## config.mk

```make
export PLATFORM = sky130hd
export DESIGN_NAME = demorgan_unit_flat
export DESIGN_NICKNAME = d
export VERILOG_FILES = /design/src/rtl/demorgan_pkg.sv /design/src/rtl/demorgan_unit_if.sv /design/src/rtl/demorgan_core.sv /design/src/rtl/demorgan_unit.sv /design/src/flat_wrapper.sv
export SDC_FILE = /design/constraint.sdc
export NUM_CORES = 1
export LEC_CHECK = 0
export BUFFER_PORTS_ARGS = -buffer_cell sky130_fd_sc_hd__buf_4
export CAP_MARGIN = 40
export CORE_MARGIN = 1
export CORE_UTILIZATION = 50
export DETAILED_ROUTE_END_ITERATION = 6
export PLACE_DENSITY = 0.75
export SYNTH_ARGS = -nofsm -noshare
export SYNTH_HDL_FRONTEND = slang
export SYNTH_SLANG_ARGS = --single-unit
```

## constraint.sdc

```tcl
create_clock -name clk -period 4.7 [get_ports clk]
set_input_delay 0.94 -clock clk [delete_from_list [all_inputs] [get_ports clk]]
set_output_delay 0.94 -clock clk [all_outputs]
set_load 0.01 [all_outputs]
```

## src/rtl/demorgan_pkg.sv

```systemverilog
// Shared constants for the De Morgan logic unit: operating modes, FSM encodings
// and the size of the built-in self-test sweep.
package demorgan_pkg;

    localparam int MODE_W = 2;

    typedef enum logic [MODE_W-1:0] {
        MODE_ANDN_IN = 2'b00,  // ~A & ~B
        MODE_ORN_IN  = 2'b01,  // ~A | ~B
        MODE_NOR     = 2'b10,  // ~(A | B)
        MODE_NAND    = 2'b11   // ~(A & B)
    } mode_e;

    localparam logic [2:0] ST_IDLE       = 3'd0;
    localparam logic [2:0] ST_WAIT_EMPTY = 3'd1;
    localparam logic [2:0] ST_SWEEP      = 3'd2;
    localparam logic [2:0] ST_DRAIN      = 3'd3;
    localparam logic [2:0] ST_DONE       = 3'd4;

    localparam int NUM_ST_VEC = 16;
    localparam int ST_IDX_W   = $clog2(NUM_ST_VEC);

endpackage

```

## src/rtl/demorgan_unit_if.sv

```systemverilog
// Valid/ready operand and result channels of the De Morgan unit.
interface demorgan_unit_if
    import demorgan_pkg::*;
#(
    parameter int WIDTH = 4
);
    logic              in_valid;
    logic              in_ready;
    logic [WIDTH-1:0]  in_a;
    logic [WIDTH-1:0]  in_b;
    logic [MODE_W-1:0] in_mode;

    logic              out_valid;
    logic              out_ready;
    logic [WIDTH-1:0]  out_na;
    logic [WIDTH-1:0]  out_nb;
    logic [WIDTH-1:0]  out_y;
    logic              out_eq;

    modport master (
        output in_valid, in_a, in_b, in_mode, out_ready,
        input  in_ready, out_valid, out_na, out_nb, out_y, out_eq
    );

    modport slave (
        input  in_valid, in_a, in_b, in_mode, out_ready,
        output in_ready, out_valid, out_na, out_nb, out_y, out_eq
    );
endinterface

```

## src/rtl/demorgan_core.sv

```systemverilog
// Combinational primary form, De Morgan dual form and their equality check.
module demorgan_core
    import demorgan_pkg::*;
#(
    parameter int WIDTH = 4
) (
    input  logic [WIDTH-1:0]  a,
    input  logic [WIDTH-1:0]  b,
    input  logic [MODE_W-1:0] mode,
    input  logic              fault_inj,
    output logic [WIDTH-1:0]  na,
    output logic [WIDTH-1:0]  nb,
    output logic [WIDTH-1:0]  y,
    output logic              eq
);
    logic [WIDTH-1:0] dual;
    logic [WIDTH-1:0] dual_f;

    always_comb begin
        na   = ~a;
        nb   = ~b;
        y    = '0;
        dual = '0;
        case (mode)
            MODE_ANDN_IN: begin y = ~a & ~b;   dual = ~(a | b); end
            MODE_ORN_IN:  begin y = ~a | ~b;   dual = ~(a & b); end
            MODE_NOR:     begin y = ~(a | b);  dual = ~a & ~b;  end
            default:      begin y = ~(a & b);  dual = ~a | ~b;  end
        endcase
        // Flipping one dual bit lets the mismatch/error path be exercised on demand
        dual_f    = dual;
        dual_f[0] = dual[0] ^ fault_inj;
        eq        = (y == dual_f);
    end
endmodule

```

## src/rtl/demorgan_unit.sv

```systemverilog
// Two-stage elastic De Morgan unit with mismatch counter and a 16-vector
// self-test sweep that borrows the pipeline while external input is held off.
module demorgan_unit
    import demorgan_pkg::*;
#(
    parameter int WIDTH = 4,
    parameter int CNT_W = 8
) (
    input  logic             clk,
    input  logic             rst_n,
    demorgan_unit_if.slave   bus,
    input  logic             fault_inj,
    input  logic             err_clr,
    output logic [CNT_W-1:0] err_count,
    output logic             err_flag,
    input  logic             selftest_start,
    output logic             selftest_busy,
    output logic             selftest_done,
    output logic             selftest_pass
);
    logic [2:0]          state_q, state_d;
    logic [ST_IDX_W-1:0] idx_q, idx_d;

    logic                s1_v_q, s1_v_d;
    logic [WIDTH-1:0]    s1_a_q, s1_a_d, s1_b_q, s1_b_d;
    logic [MODE_W-1:0]   s1_mode_q, s1_mode_d;

    logic                s2_v_q, s2_v_d;
    logic [WIDTH-1:0]    s2_na_q, s2_na_d, s2_nb_q, s2_nb_d, s2_y_q, s2_y_d;
    logic                s2_eq_q, s2_eq_d;

    logic [CNT_W-1:0]    err_count_q, err_count_d;
    logic                err_flag_q, err_flag_d;
    logic                done_q, done_d, pass_q, pass_d;
    logic                sweep_err_q, sweep_err_d;

    logic [WIDTH-1:0]    core_na, core_nb, core_y;
    logic                core_eq;
    logic                sweep_mode, s2_adv, s1_adv, in_ready, accept, inject;
    logic                retire, mismatch, pipe_empty;

    demorgan_core #(.WIDTH(WIDTH)) u_core (
        .a        (s1_a_q),
        .b        (s1_b_q),
        .mode     (s1_mode_q),
        .fault_inj(fault_inj),
        .na       (core_na),
        .nb       (core_nb),
        .y        (core_y),
        .eq       (core_eq)
    );

    always_comb begin
        sweep_mode = (state_q == ST_SWEEP) || (state_q == ST_DRAIN);
        s2_adv     = !s2_v_q || bus.out_ready || sweep_mode;
        s1_adv     = !s1_v_q || s2_adv;
        in_ready   = s1_adv && (state_q == ST_IDLE);
        accept     = bus.in_valid && in_ready;
        inject     = (state_q == ST_SWEEP);
        retire     = s2_v_q && s2_adv;
        mismatch   = retire && !s2_eq_q;
        pipe_empty = !s1_v_q && !s2_v_q;

        s1_v_d    = s1_v_q;
        s1_a_d    = s1_a_q;
        s1_b_d    = s1_b_q;
        s1_mode_d = s1_mode_q;
        if (s1_adv) begin
            s1_v_d = accept || inject;
            if (inject) begin
                // Sweep index is {mode, a_bit, b_bit}; operands are bit-replicated
                s1_a_d    = {WIDTH{idx_q[1]}};
                s1_b_d    = {WIDTH{idx_q[0]}};
                s1_mode_d = idx_q[3:2];
            end else if (accept) begin
                s1_a_d    = bus.in_a;
                s1_b_d    = bus.in_b;
                s1_mode_d = bus.in_mode;
            end
        end

        s2_v_d  = s2_v_q;
        s2_na_d = s2_na_q;
        s2_nb_d = s2_nb_q;
        s2_y_d  = s2_y_q;
        s2_eq_d = s2_eq_q;
        if (s2_adv) begin
            s2_v_d = s1_v_q;
            if (s1_v_q) begin
                s2_na_d = core_na;
                s2_nb_d = core_nb;
                s2_y_d  = core_y;
                s2_eq_d = core_eq;
            end
        end

        err_count_d = err_count_q;
        err_flag_d  = err_flag_q;
        if (err_clr) begin
            err_count_d = '0;
            err_flag_d  = 1'b0;
        end else if (mismatch) begin
            if (err_count_q != {CNT_W{1'b1}}) err_count_d = err_count_q + CNT_W'(1);
            err_flag_d = 1'b1;
        end

        state_d     = state_q;
        idx_d       = idx_q;
        done_d      = done_q;
        pass_d      = pass_q;
        sweep_err_d = sweep_err_q || (sweep_mode && mismatch);
        case (state_q)
            ST_IDLE: if (selftest_start) begin
                state_d = ST_WAIT_EMPTY;
                done_d  = 1'b0;
                pass_d  = 1'b0;
            end
            ST_WAIT_EMPTY: if (pipe_empty) begin
                state_d     = ST_SWEEP;
                idx_d       = '0;
                sweep_err_d = 1'b0;
            end
            ST_SWEEP: begin
                idx_d = idx_q + ST_IDX_W'(1);
                if (idx_q == ST_IDX_W'(NUM_ST_VEC - 1)) state_d = ST_DRAIN;
            end
            ST_DRAIN: if (pipe_empty) begin
                // Last sweep beat has already retired, so sweep_err_q is final
                state_d = ST_DONE;
                done_d  = 1'b1;
                pass_d  = !sweep_err_q;
            end
            ST_DONE: state_d = ST_IDLE;
            default: state_d = ST_IDLE;
        endcase
    end

    always_ff @(posedge clk or negedge rst_n) begin
        if (!rst_n) begin
            state_q     <= ST_IDLE;
            idx_q       <= '0;
            s1_v_q      <= 1'b0;
            s1_a_q      <= '0;
            s1_b_q      <= '0;
            s1_mode_q   <= '0;
            s2_v_q      <= 1'b0;
            s2_na_q     <= '0;
            s2_nb_q     <= '0;
            s2_y_q      <= '0;
            s2_eq_q     <= 1'b0;
            err_count_q <= '0;
            err_flag_q  <= 1'b0;
            done_q      <= 1'b0;
            pass_q      <= 1'b0;
            sweep_err_q <= 1'b0;
        end else begin
            state_q     <= state_d;
            idx_q       <= idx_d;
            s1_v_q      <= s1_v_d;
            s1_a_q      <= s1_a_d;
            s1_b_q      <= s1_b_d;
            s1_mode_q   <= s1_mode_d;
            s2_v_q      <= s2_v_d;
            s2_na_q     <= s2_na_d;
            s2_nb_q     <= s2_nb_d;
            s2_y_q      <= s2_y_d;
            s2_eq_q     <= s2_eq_d;
            err_count_q <= err_count_d;
            err_flag_q  <= err_flag_d;
            done_q      <= done_d;
            pass_q      <= pass_d;
            sweep_err_q <= sweep_err_d;
        end
    end

    assign bus.in_ready   = in_ready;
    assign bus.out_valid  = s2_v_q && !sweep_mode;
    assign bus.out_na     = s2_na_q;
    assign bus.out_nb     = s2_nb_q;
    assign bus.out_y      = s2_y_q;
    assign bus.out_eq     = s2_eq_q;
    assign err_count      = err_count_q;
    assign err_flag       = err_flag_q;
    assign selftest_busy  = (state_q == ST_WAIT_EMPTY) || sweep_mode;
    assign selftest_done  = done_q;
    assign selftest_pass  = pass_q;
endmodule

```

## src/flat_wrapper.sv

```systemverilog
// flat-port wrapper written by rule: the top's interface ports become plain ports
module demorgan_unit_flat import demorgan_pkg::*;
#(
    parameter int WIDTH = 4,
    parameter int CNT_W = 8
)
  (clk, rst_n, fault_inj, err_clr, err_count, err_flag, selftest_start, selftest_busy, selftest_done, selftest_pass, bus_in_valid, bus_in_a, bus_in_b, bus_in_mode, bus_out_ready, bus_in_ready, bus_out_valid, bus_out_na, bus_out_nb, bus_out_y, bus_out_eq);
  demorgan_unit_if #(.WIDTH(WIDTH)) bus_i ();
  input  logic clk;
  input  logic rst_n;
  input  logic fault_inj;
  input  logic err_clr;
  output logic [CNT_W-1:0] err_count;
  output logic err_flag;
  input  logic selftest_start;
  output logic selftest_busy;
  output logic selftest_done;
  output logic selftest_pass;
  input wire logic [$bits(bus_i.in_valid)-1:0] bus_in_valid;
  input wire logic [$bits(bus_i.in_a)-1:0] bus_in_a;
  input wire logic [$bits(bus_i.in_b)-1:0] bus_in_b;
  input wire logic [$bits(bus_i.in_mode)-1:0] bus_in_mode;
  input wire logic [$bits(bus_i.out_ready)-1:0] bus_out_ready;
  output wire logic [$bits(bus_i.in_ready)-1:0] bus_in_ready;
  output wire logic [$bits(bus_i.out_valid)-1:0] bus_out_valid;
  output wire logic [$bits(bus_i.out_na)-1:0] bus_out_na;
  output wire logic [$bits(bus_i.out_nb)-1:0] bus_out_nb;
  output wire logic [$bits(bus_i.out_y)-1:0] bus_out_y;
  output wire logic [$bits(bus_i.out_eq)-1:0] bus_out_eq;
  assign bus_i.in_valid = bus_in_valid;
  assign bus_i.in_a = bus_in_a;
  assign bus_i.in_b = bus_in_b;
  assign bus_i.in_mode = bus_in_mode;
  assign bus_i.out_ready = bus_out_ready;
  assign bus_in_ready = bus_i.in_ready;
  assign bus_out_valid = bus_i.out_valid;
  assign bus_out_na = bus_i.out_na;
  assign bus_out_nb = bus_i.out_nb;
  assign bus_out_y = bus_i.out_y;
  assign bus_out_eq = bus_i.out_eq;
  demorgan_unit #(.WIDTH(WIDTH), .CNT_W(CNT_W)) u_core (.clk(clk), .rst_n(rst_n), .bus(bus_i), .fault_inj(fault_inj), .err_clr(err_clr), .err_count(err_count), .err_flag(err_flag), .selftest_start(selftest_start), .selftest_busy(selftest_busy), .selftest_done(selftest_done), .selftest_pass(selftest_pass));
endmodule
```

After elaboration in Yosys (flattened, before gate mapping)

Cells that the tools add are included.

Output and inout bits: 27
Flip-flop bits (word level): 44

Reductions and logical operators: 32
Eq/ne operators: 12
Multiplexer cells: 27
Bitwise logic cells: 9
$add $sub $neg: 2

Operators with widths:

| cell                | count |
|---|---|
| $mux 8              | 3 |
| $pmux 4 s3          | 2 |
| $mux 4              | 5 |
| $not 4->4           | 4 |
| $mux 3              | 4 |
| $pmux 3 s4          | 1 |
| $reduce_bool 2->1   | 5 |
| $add 8x1->8 const B | 1 |
| $and 4x4->4         | 2 |
| $ne 8x8->1 const B  | 1 |
| $or 4x4->4          | 2 |
| $pmux 4 s2          | 1 |
| $reduce_and 2->1    | 4 |
| $logic_and 1x1->1   | 7 |
| $logic_or 1x1->1    | 7 |
| $mux 1              | 7 |
| $eq 3x2->1 const B  | 2 |
| $logic_not 1->1     | 5 |
| $add 4x1->4 const B | 1 |
| $eq 4x4->1          | 1 |
| $eq 4x4->1 const B  | 1 |
| $mux 2              | 2 |
| $ne 2x1->1 const B  | 2 |
| $ne 2x2->1 const B  | 2 |
| other kinds (9)     | 10 |

Longest topological paths before layout

Depth after elaboration: 9
Gate-level depth with buffers: 5
Depth with buffers taken out: 5

Hierarchy

From an unflattened synthesis, not the netlist that was laid out.

Cells, all modules: 199
Area total of the unflattened synthesis: 2129.5 µm²

Modules (own cells, without submodules):

| module        | times used | area an instance (µm²) | sequential area each (µm²) | cells each |
|---|---|---|---|---|
| demorgan_unit | 1          | 2050.7                 | 1101.1                     | 186 |
| demorgan_core | 1          | 78.8                   | 0.0                        | 13 |

Least setup slack after synthesis

No wires, ideal clock.

Path kind: input to output
Start: in bus_out_ready
End: out bus_in_ready
Path buffers: 0
Data arrival time: 1412 ps
Stages: 3
Setup slack: 2348 ps
Required time: 3760 ps
Cell sequence: inv_1 -> nand4_1 -> and3_1

Cells in the longest elaborated chain, start to end: 4

Ends and longest elaborated chain:

| item                          | line                | text |
|---|---|---|
| start, declared               | flat_wrapper.sv:23  | `input wire logic [$bits(bus_i.out_ready)-1:0] bus_out_ready;` |
| $logic_or 1x1->1 (2 in a row) | demorgan_unit.sv:55 | `s2_adv = !s2_v_q \|\| bus.out_ready \|\| sweep_mode;` |
| $logic_or 1x1->1              | demorgan_unit.sv:56 | `s1_adv = !s1_v_q \|\| s2_adv;` |
| $logic_and 1x1->1             | demorgan_unit.sv:57 | `in_ready = s1_adv && (state_q == ST_IDLE);` |
| end, declared                 | flat_wrapper.sv:24  | `output wire logic [$bits(bus_i.in_ready)-1:0] bus_in_ready;` |

No other way between the ends.

Worst setup path after layout

Ends and elaborated chain as after synthesis.

==> impl_results.md <==
* Number of DRC markers in iteration 0 at 58
* Worst-margin pin slew at 561 ps
* Fin crit share at 57.0%
* DIE WIDTH at 65.7 µm
* CTS tree: yes
* Final Worst Setup Slack at 2020 ps
* Library cells used by synthesis at 40
* PostCTS Resize Cnt at 0
* Leakage at 1.20 nW
* Initial Util at 53.7%
* Fmax at 373 MHz
* Fillers at 316
* CP Max Fanout at 5
* Drt pass-1 iters at 4
* Placed Cells at 287
* Final wirelength at 3930 µm
* Synth top area cells: dfrtp_1, mux2i_1, o21ai_0, nand2_1, a21oi_1
* Final setup viols at 0
* Worst hold path startpoint: u_core.bus.out_y[3]
* Sw Pwr at 0.604 mW
* Worst EP arrival at 1740 ps
* Clock H-tree levels at 2
* Clock power share at 14.9%
* Sw Share at 39.6%
* EDFF count, synth at 0
* Register area share after synthesis at 53.1%
* Num CTS Buffers at 5
* RSZ-0062 raised after global routing: false
* Synth Area per Inst at 9.98 µm²
* CP startpoint kind: input port
* Avg Vias per Cell at 5.19
* Overall Global Routing Usage at 20.8%
* Core Region at 0.00377 mm²
* Hold Crit Depth at 2
* Syn nets at 222
* Seq pwr share at 43.0%
* Share of cells above drive strength 1 at 22.3%
* Clock Tree Root: clkbuf_8
* Post-DP HPWL at 2830 µm
* Remaining antenna violation count at 0
* Die area at 0.00431 mm²
* # rows at 22
* Area of the multi-input gates at 861 µm²
* Post-route minimum period at 2680 ps
* Placer's final routability congestion estimate at 0.783
* First-pass GRT wire length at 6600 µm
* Logic pwr share at 42.1%
* Yosys Warn Count at 0
* Critical Setup Path Class: input port to output pin
* Port bufs at 42
* Hold EP: u_core.bus.out_y[3]
* Final #Nets at 265
* Relative slew slack at 62.6%
* Total grt overflow at 0
* Status: complete, no violations
* FF+latch count, synth at 43
* Vias in the first global route at 1492
* Setup TNS at 0 ps
* Worst Skew at 4.24 ps
* Synth top cells by count: dfrtp_1, nand2_1, o21ai_0
* GR Util met2 at 31.4%
* DRC errors left at 0
* R2R Setup Slk at 2830 ps
* Clk buf depth at 2
* Async SR Flop Fraction at 100%
* Yosys top cell area share at 53.1%
* VDD IR max at 324 µV
* Hold Buf Count CTS at 0
* RR Startpoint: u_core.state_q[1]
* Mapped cell area at 0.00203 mm²
* Worst endpoint required time at 3760 ps
* IO Pins at 44
* Slew Limit Fails at 0
* Clock Latency Late Sink at 300 ps
* Final cell count without fillers at 295
* Grt met1 use at 27.2%
* Most common cell in the netlist: dfrtp_1
* M3 GR Usage at 4.69%
* Antenna diode count at 0
* Synth area leader: dfrtp_1
* Initial antenna violation count at 0
* Primary FF master, synth: dfrtp_1
* CTS Sinks at 43
* Fin Hold WS at 486 ps
* Pwr/cell area at 621 mW/mm²
* Largest net degree at the start of global routing at 44
* GR peak layer: met2
* Die H at 65.7 µm
* Via count at 1532
* Drt wl/cell at 13.3 µm
* Max_cap viols at 0
* DP Worst Slack at 2020 ps
* Critical Path End Type: output pin
* Synth-to-layout area growth at 21.3%
* Post-CTS setup repair buffer count at 0
* Register area at 0.00108 mm²
* Cells after Synth at 203
* Int Pwr at 0.923 mW
* Reg2reg end: u_core.err_count[0]
* Hold Path Class: flip-flop to flip-flop
* Hold Vio Cnt, Final at 0
* Clock-pin slew on the worst setup and hold paths at 80 ps
* Worst Reg2Reg Path Length in Cells at 4
-- registers in the layout, summed over array words and instances (netlist names), 3 cells and up --
register	cells
u_core.bus.out_na	4
u_core.bus.out_nb	4
u_core.bus.out_y	4
u_core.err_count	8
u_core.idx_q	4
u_core.s1_a_q	4
u_core.s1_b_q	4
u_core.state_q	3
-- layout by cell type (no fill, tap or decap), types with 2 or more instances in the layout --
master    count
dfrtp_1      43
buf_4        42
nand2_1      25
o21ai_0      22
inv_1        16
a21oi_1      14
nor2_1       12
mux2i_1      12
nand4_1       5
nand3_1       5
clkbuf_8      5
o21ai_1       4
and3_1        3
maj3_1        3
xor2_1        3
nand2b_1      2
a31oi_1       2
a211oi_1      2
and2_1        2
nor3_1        2
ha_1          2
-- per-layer routing --
| layer | wire (µm) | vias up | part of all wire [%] |
|---|---|---|---|
| met5 | 0 | - | 0 |
| met4 | 90 | 0 | 2.3 |
| met3 | 119 | 7 | 3.0 |
| met2 | 1850 | 27 | 47 |
| met1 | 1860 | 706 | 47 |
| li1 | - | 792 | - |
-- per-stage QoR --
| step | instance area (µm²) | utilization [%] | total power, mW |
|---|---|---|---|
| 6_report | 2460 | 65.2 | 1.53 |
| 3_3_place_gp | 2370 | 62.9 | 1.29 |
| 5_1_grt | 2460 | 65.2 | 1.66 |
| 3_5_place_dp | 2370 | 62.9 | 1.32 |
| 2_1_floorplan | 2030 | - | 1.08 |
| 4_1_cts | 2460 | 65.2 | 1.55 |
-- worst max-delay path, cell delays in order --
cell and delay [ps]:
buf_4 110, inv_1 160, nand4_1 170, and3_1 210
buf_4 140
-- worst max path at each step --
stage                             start           end  slack, ps  depth (start not counted)
after floorplan           bus_out_ready  bus_in_ready       2350                          3
after global placement    bus_out_ready  bus_in_ready       2020                          5
after detailed placement  bus_out_ready  bus_in_ready       2020                          5
after CTS                 bus_out_ready  bus_in_ready       2010                          5
after global routing      bus_out_ready  bus_in_ready       1970                          5
final                     bus_out_ready  bus_in_ready       2020                          5
-- power by group through the flow --
stage / Clock (mW) / Combinational (mW) / Sequential [mW]
after floorplan: 0 / 0.421 / 0.656
after global placement: 0 / 0.634 / 0.654
after detailed placement: 0 / 0.651 / 0.664
after CTS: 0.236 / 0.654 / 0.657
after global routing: 0.250 / 0.727 / 0.678
final: 0.228 / 0.643 / 0.656
-- cell type report --
class | count | area share [%]
Timing Repair Buffer | 42 | 12.8
Tap cell | 48 | 2.44
Clock buffer | 6 | 2.95
Multi-Input combinational cell | 138 | 35.0
Sequential cell | 43 | 43.8
Clock inverter | 2 | 0.509
Inverter | 16 | 2.44
-- kinds of logic after synthesis --
logic type	count (synthesis)	synth area share, %
AND/OR/NAND/NOR	63	15.3
AO/OA/AOI/OAI	53	16.2
flip-flops	43	53.1
buffers and inverters	22	4.39
multiplexers	13	6.49
adder cells (fa/ha/maj)	5	2.72
XOR/XNOR	4	1.73
No activity file was read; power rests on OpenSTA's default activity.
